--- src/rtl/ffa_pkg.sv ---
// Shared types for the flip-flop-array command sequencer: widths, FSM states,
// the queued command format and the dispatch decision used by the FSM.
package ffa_pkg;

    localparam int FFA_AW = 3;
    localparam int FFA_DW = 8;

    typedef enum logic [2:0] {
        ST_IDLE  = 3'd0,
        ST_WRITE = 3'd1,
        ST_READ  = 3'd2,
        ST_CAPT  = 3'd3,
        ST_HOLD  = 3'd4
    } ffa_state_e;

    typedef struct packed {
        logic              write;
        logic [FFA_AW-1:0] addr;
        logic [FFA_DW-1:0] wdata;
    } ffa_cmd_t;

    localparam ffa_cmd_t CMD_ZERO = '{write: 1'b0, addr: {FFA_AW{1'b0}}, wdata: {FFA_DW{1'b0}}};

    // Next state when the sequencer is free to issue: take the FIFO head, if any.
    function automatic ffa_state_e dispatch(input logic empty, input ffa_cmd_t head);
        ffa_state_e st;
        if (empty) begin
            st = ST_IDLE;
        end else if (head.write) begin
            st = ST_WRITE;
        end else begin
            st = ST_READ;
        end
        return st;
    endfunction

endpackage

--- src/rtl/ffa_cmd_fifo.sv ---
// In-order command FIFO. Pointers carry one extra MSB so full and empty can be
// told apart when the index bits match.
module ffa_cmd_fifo
    import ffa_pkg::*;
#(
    parameter int DEPTH = 4
) (
    input  logic                     clk,
    input  logic                     resetn,
    input  logic                     push,
    input  ffa_cmd_t                 din,
    input  logic                     pop,
    output ffa_cmd_t                 head,
    output logic                     full,
    output logic                     empty,
    output logic [$clog2(DEPTH):0]   count
);

    localparam int PW = $clog2(DEPTH);

    logic [PW:0] wptr_r;
    logic [PW:0] rptr_r;
    ffa_cmd_t    mem_r [DEPTH];
    logic        do_push_s;
    logic        do_pop_s;

    assign do_push_s = push && !full;
    assign do_pop_s  = pop && !empty;

    assign empty = (wptr_r == rptr_r);
    assign full  = (wptr_r[PW] != rptr_r[PW]) && (wptr_r[PW-1:0] == rptr_r[PW-1:0]);
    assign count = wptr_r - rptr_r;
    assign head  = mem_r[rptr_r[PW-1:0]];

    // Entry storage: write the pushed command at the write pointer.
    always_ff @(posedge clk or negedge resetn) begin
        if (!resetn) begin
            for (int i = 0; i < DEPTH; i++) begin
                mem_r[i] <= CMD_ZERO;
            end
        end else if (do_push_s) begin
            mem_r[wptr_r[PW-1:0]] <= din;
        end
    end

    // Pointer advance; push and pop in the same cycle leave the count unchanged.
    always_ff @(posedge clk or negedge resetn) begin
        if (!resetn) begin
            wptr_r <= {(PW+1){1'b0}};
            rptr_r <= {(PW+1){1'b0}};
        end else begin
            if (do_push_s) begin
                wptr_r <= wptr_r + {{PW{1'b0}}, 1'b1};
            end
            if (do_pop_s) begin
                rptr_r <= rptr_r + {{PW{1'b0}}, 1'b1};
            end
        end
    end

endmodule

--- src/rtl/ffa_cmd_sequencer.sv ---
// Front-end for the 8x8 flip-flop array: queues commands, issues them as
// single-cycle registered strobes, returns read data with a written-since-reset tag.
module ffa_cmd_sequencer
    import ffa_pkg::*;
#(
    parameter int AW    = FFA_AW,
    parameter int DW    = FFA_DW,
    parameter int DEPTH = 4
) (
    input  logic          clk,
    input  logic          resetn,
    input  logic          cmd_valid,
    output logic          cmd_ready,
    input  logic          cmd_write,
    input  logic [AW-1:0] cmd_addr,
    input  logic [DW-1:0] cmd_wdata,
    output logic          rsp_valid,
    input  logic          rsp_ready,
    output logic [DW-1:0] rsp_rdata,
    output logic [AW-1:0] rsp_addr,
    output logic          rsp_init,
    output logic          arr_wr,
    output logic          arr_rd,
    output logic [AW-1:0] arr_addr,
    output logic [DW-1:0] arr_din,
    input  logic [DW-1:0] arr_dout,
    input  logic          arr_error,
    output logic          err_sticky,
    input  logic          err_clr,
    output logic          busy
);

    localparam int CW = $clog2(DEPTH) + 1;

    ffa_cmd_t        cmd_s;
    ffa_cmd_t        head_s;
    logic            push_s;
    logic            pop_s;
    logic            full_s;
    logic            empty_s;
    logic [CW-1:0]   count_s;

    ffa_state_e      state_r;
    ffa_state_e      next_state_s;
    logic            run_r;

    logic            arr_wr_r;
    logic            arr_rd_r;
    logic [AW-1:0]   arr_addr_r;
    logic [DW-1:0]   arr_din_r;
    logic            rsp_valid_r;
    logic [DW-1:0]   rsp_rdata_r;
    logic [AW-1:0]   rsp_addr_r;
    logic            rsp_init_r;
    logic            err_r;
    logic [2**AW-1:0] written_r;

    logic            arr_wr_d_s;
    logic            arr_rd_d_s;
    logic [AW-1:0]   arr_addr_d_s;
    logic [DW-1:0]   arr_din_d_s;
    logic            rsp_valid_d_s;
    logic            capt_s;
    logic            err_set_s;

    assign cmd_s.write = cmd_write;
    assign cmd_s.addr  = cmd_addr;
    assign cmd_s.wdata = cmd_wdata;

    // run_r keeps cmd_ready low while reset is asserted and until the first clock after it.
    assign cmd_ready = run_r && !full_s;
    assign push_s    = cmd_valid && cmd_ready;
    assign busy      = (count_s != {CW{1'b0}}) || (state_r != ST_IDLE);

    assign arr_wr     = arr_wr_r;
    assign arr_rd     = arr_rd_r;
    assign arr_addr   = arr_addr_r;
    assign arr_din    = arr_din_r;
    assign rsp_valid  = rsp_valid_r;
    assign rsp_rdata  = rsp_rdata_r;
    assign rsp_addr   = rsp_addr_r;
    assign rsp_init   = rsp_init_r;
    assign err_sticky = err_r;

    ffa_cmd_fifo #(
        .DEPTH (DEPTH)
    ) u_fifo (
        .clk    (clk),
        .resetn (resetn),
        .push   (push_s),
        .din    (cmd_s),
        .pop    (pop_s),
        .head   (head_s),
        .full   (full_s),
        .empty  (empty_s),
        .count  (count_s)
    );

    // Accept-enable flag: rises on the first clock after reset release.
    always_ff @(posedge clk or negedge resetn) begin
        if (!resetn) begin
            run_r <= 1'b0;
        end else begin
            run_r <= 1'b1;
        end
    end

    // FSM state register.
    always_ff @(posedge clk or negedge resetn) begin
        if (!resetn) begin
            state_r <= ST_IDLE;
        end else begin
            state_r <= next_state_s;
        end
    end

    // FSM next state: issue from IDLE/WRITE, a read walks READ->CAPT->HOLD, HOLD waits for the consumer.
    always_comb begin
        next_state_s = state_r;
        case (state_r)
            ST_IDLE, ST_WRITE: next_state_s = dispatch(empty_s, head_s);
            ST_READ:           next_state_s = ST_CAPT;
            ST_CAPT:           next_state_s = ST_HOLD;
            ST_HOLD: begin
                if (rsp_ready) begin
                    next_state_s = dispatch(empty_s, head_s);
                end else begin
                    next_state_s = ST_HOLD;
                end
            end
            default:           next_state_s = ST_IDLE;
        endcase
    end

    // FSM outputs: next values of the registered array/response signals; entering WRITE or READ pops the head.
    always_comb begin
        pop_s         = (next_state_s == ST_WRITE) || (next_state_s == ST_READ);
        arr_wr_d_s    = (next_state_s == ST_WRITE);
        arr_rd_d_s    = (next_state_s == ST_READ);
        rsp_valid_d_s = (next_state_s == ST_HOLD);
        capt_s        = (state_r == ST_CAPT);
        if (pop_s) begin
            arr_addr_d_s = head_s.addr;
        end else begin
            arr_addr_d_s = arr_addr_r;
        end
        if (next_state_s == ST_WRITE) begin
            arr_din_d_s = head_s.wdata;
        end else begin
            arr_din_d_s = arr_din_r;
        end
        // An unwritten location must read back as zero; anything else is an array fault.
        err_set_s = arr_error ||
                    (capt_s && !written_r[arr_addr_r] && (arr_dout != {DW{1'b0}}));
    end

    // Registered array strobes, address/data and response-valid.
    always_ff @(posedge clk or negedge resetn) begin
        if (!resetn) begin
            arr_wr_r    <= 1'b0;
            arr_rd_r    <= 1'b0;
            arr_addr_r  <= {AW{1'b0}};
            arr_din_r   <= {DW{1'b0}};
            rsp_valid_r <= 1'b0;
        end else begin
            arr_wr_r    <= arr_wr_d_s;
            arr_rd_r    <= arr_rd_d_s;
            arr_addr_r  <= arr_addr_d_s;
            arr_din_r   <= arr_din_d_s;
            rsp_valid_r <= rsp_valid_d_s;
        end
    end

    // Response capture in CAPT: arr_addr still holds the read address issued in READ.
    always_ff @(posedge clk or negedge resetn) begin
        if (!resetn) begin
            rsp_rdata_r <= {DW{1'b0}};
            rsp_addr_r  <= {AW{1'b0}};
            rsp_init_r  <= 1'b0;
        end else if (capt_s) begin
            rsp_rdata_r <= arr_dout;
            rsp_addr_r  <= arr_addr_r;
            rsp_init_r  <= written_r[arr_addr_r];
        end
    end

    // Written-since-reset bitmap, marked when a write is popped for issue.
    always_ff @(posedge clk or negedge resetn) begin
        if (!resetn) begin
            written_r <= {(2**AW){1'b0}};
        end else if (pop_s && head_s.write) begin
            written_r[head_s.addr] <= 1'b1;
        end
    end

    // Sticky fault flag; a new fault wins over a simultaneous clear.
    always_ff @(posedge clk or negedge resetn) begin
        if (!resetn) begin
            err_r <= 1'b0;
        end else if (err_set_s) begin
            err_r <= 1'b1;
        end else if (err_clr) begin
            err_r <= 1'b0;
        end
    end

endmodule

--- config.mk ---
export PLATFORM = sky130hd
export DESIGN_NAME = ffa_cmd_sequencer
export DESIGN_NICKNAME = d
export VERILOG_FILES = /design/src/rtl/ffa_pkg.sv /design/src/rtl/ffa_cmd_fifo.sv /design/src/rtl/ffa_cmd_sequencer.sv
export SDC_FILE = /design/constraint.sdc
export NUM_CORES = 1
export LEC_CHECK = 0
export BUFFER_PORTS_ARGS = -buffer_cell sky130_fd_sc_hd__buf_2
export CORE_ASPECT_RATIO = 0.75
export CORE_MARGIN = 4
export CORE_UTILIZATION = 50
export CTS_BUF_LIST = sky130_fd_sc_hd__clkbuf_16
export DETAILED_ROUTE_END_ITERATION = 16
export GPL_ROUTABILITY_DRIVEN = 0
export PLACE_DENSITY = 0.71
export SLEW_MARGIN = 15
export SYNTH_ARGS = -nofsm -noshare
export SYNTH_HDL_FRONTEND = slang
export SYNTH_HIERARCHICAL = 1
export SYNTH_SLANG_ARGS = --single-unit
--- constraint.sdc ---
create_clock -name clk -period 5.5 [get_ports clk]
set_input_delay 0.825 -clock clk [delete_from_list [all_inputs] [get_ports clk]]
set_output_delay 0.825 -clock clk [all_outputs]
set_load 0.02 [all_outputs]
==> metrics.txt <==
Max clock buf depth 2; post-CTS setup repair buffer count 0; min cycle time layout 3.34 ns; vias in the first global route 2453; clock-pin slew on the worst setup and hold paths 0.06 ns; Post-DP Area 4450 um2; Pins Over Slew Limit 0; largest net degree at the start of global routing 64; ys flop type dfrtp_1; Top Layer Used met4; CTS buffer count 9; die height 86.3 um; top-count cell post-synth dfrtp_1; Die X 112 um; YS warnings 6; Critical Path AT 2.52 ns; clk root buf clkbuf_16; Max stage delay on crit path 0.92 ns; startpoint types register; share of cells above drive strength 1 50.3%; FFs w/ async S/R, synth 100%; drt pass-1 iters 4; post-synthesis cell type count 36; critical path type reg -> out; DR vias/cell 5.48; post-route cell area 4740 um2; PortBufs 54; slowest CP cell dfrtp_1; WL final 7480 um; Worst-Skew Late Latency 0.33 ns; Max-Slew Margin vs Limit 41.4%; Worst Setup End Kind output pin; skew final 0.00702 ns; Cell Chain, Critical Path ha_1, inv_1, fa_1, nor4_1, nand2_1, buf_2; first-pass GRT wire length 12600 um; H-tree depth 3; via count 2375; number of routed nets with antenna violations 0; # nets final 357; syn_nets 298; met2 routed WL 3340 um; WL met3 429 um; leakage power 2.23 nW; routed len/inst 17.3 um; Die ar. 9700 um2; Std-Cell Rows 28; CP Data Required Time 4.68 ns; Ports 55; Max Cap Viol 0; VDD IR max 0.285 mV; Core Area 7920 um2; crit-path max FO 15; Synth Register Bits 93; Starting Density 51.6%; PD cells 681 nW/um2; grt ovf 0; met1 wire length 3660 um; DP HPWL 5130 um; Synth top cells by count dfrtp_1 (93), mux2_2 (65), mux4_2 (14), inv_1 (10), nand2_1 (10); Fmax 299 MHz; crit-path leading delay family flip-flops; total global-route track usage 16.7%; RSZ-0062 raised after global routing no; outcome completed; largest area contributor in the netlist dfrtp_1; Hold Path Class in -> async; DRT iter0 DRCs 155; post-synth top area share 56.9%; CTS tree yes; post-CTS sizing 0; Post-synth EDFFs 0; synthesized instance count 264; number of antenna diodes 0; Syn Std Cell Area 4090 um2; Setup TNS Final 0 ns; crit share post-route 60.7%; post-synthesis sequential area ratio 56.9%; hold_buf cts 0; clk sink count 93; setup violators final 0; crit path buf inv count 2; Slew @ Worst Pin 0.879 ns; area delta synth->final 16.0%; Worst R2R Setup Slack 2.42 ns; Post-route DRC 0; Syn Area/Cell 15.5 um2; final hold vios 0; ranking of synthesized cells by area dfrtp_1 (57%), mux2_2 (18%), mux4_2 (7.7%); antenna violations before repair 0
-- worst reg2reg max path, delay by kind of cell (launching register included) --
kind,cells,cell delay (ns)
AO/OA/AOI/OAI,1,0.56
adder cells (fa/ha/maj),1,0.40
flip-flops,1,0.92
multiplexers,1,0.40
AND/OR/NAND/NOR,4,0.68
-- power breakdown --
part | total (W) | internal [W] | switching [W]
Clock | 0.000598 | 0.000349 | 0.000248
Combinational | 0.00136 | 0.000724 | 0.000635
Sequential | 0.00127 | 0.00103 | 0.000246
-- layout by cell type (no fill, tap or decap), types with 2 or more instances in the layout --
master	synthesis	layout
mux2_2	65	65
nand3b_1	2	2
o21ai_0	6	6
ha_1	7	7
clkinv_2	0	3
nand2_1	10	10
clkbuf_16	0	9
buf_4	4	3
nor2_1	6	6
xnor2_1	4	4
inv_1	10	11
a21o_1	2	2
mux2_4	8	8
a31o_2	4	4
o211a_1	3	3
mux2i_1	2	2
nor4_1	3	3
dfrtp_1	93	93
mux4_2	14	14
a41o_1	2	2
buf_2	2	53
-- path summary, 6_finish.rpt --
check                                 startpoint          endpoint  cells after the start
worst max-delay path            u_fifo/rptr_r[0]              busy                      6
worst min-delay path                      resetn       rsp_addr[2]                      1
worst max register to register  u_fifo/rptr_r[0]  u_fifo/mem_r[13]                      7
worst min register to register      written_r[0]      written_r[0]                      1
max in group asynchronous                 resetn  u_fifo/wptr_r[2]                      2
min in group clk                    written_r[0]      written_r[0]                      1
-- flip-flops by register name, indices dropped and copies added (netlist names) --
| signal | cells |
|---|---|
| run_r | 1 |
| rsp_rdata | 8 |
| u_fifo/wptr_r | 3 |
| arr_wr | 1 |
| state_r | 3 |
| arr_din | 8 |
| u_fifo/rptr_r | 3 |
| arr_addr | 3 |
| arr_rd | 1 |
| u_fifo/mem_r | 48 |
| written_r | 8 |
| err_sticky | 1 |
| rsp_addr | 3 |
| rsp_valid | 1 |
| rsp_init | 1 |
-- metal layers --
metal,global-route usage (%),up-vias
li1,-,1089
met1,24.3,1221
met2,25.3,60
met3,4.95,5
met4,3.28,0
met5,0,-
-- layout make-up --
cell class | instances | area [um2]
Fill cell | 635 | 3170
Sequential cell | 93 | 2330
Multi-Input combinational cell | 153 | 1670
Timing Repair Buffer | 56 | 288
Clock buffer | 9 | 225
Tap cell | 105 | 131
Clock inverter | 7 | 65.1
Inverter | 10 | 37.5
-- logic make-up (layout without fill, tap and decap cells) --
logic type | Yosys count | after routing | share of synthesized area (%)
flops | 93 | 93 | 56.9
mux | 89 | 89 | 29.0
simple gates | 27 | 27 | 3.43
compound gates | 23 | 23 | 4.56
buf+inv | 18 | 82 | 2.26
fa+ha+maj | 8 | 8 | 2.63
xor+xnor | 5 | 5 | 1.07
other cells | 1 | 1 | 0.0917
-- per-stage QoR --
step / hold slack, ns / util (%) / worst slack (ns) / std cells / power (W)
after floorplan: 0.423 / - / 2.49 / 264 / 0.00230
after global placement: 0.439 / 56.2 / 2.44 / 417 / 0.00260
after detailed placement: 0.446 / 56.2 / 2.35 / 417 / 0.00265
after CTS: 0.413 / 59.9 / 2.08 / 433 / 0.00327
after global routing: 0.419 / 59.9 / 1.90 / 433 / 0.00346
final: 0.406 / 59.9 / 2.16 / 433 / 0.00323
Note: power is estimated with default switching activity, not from simulation.
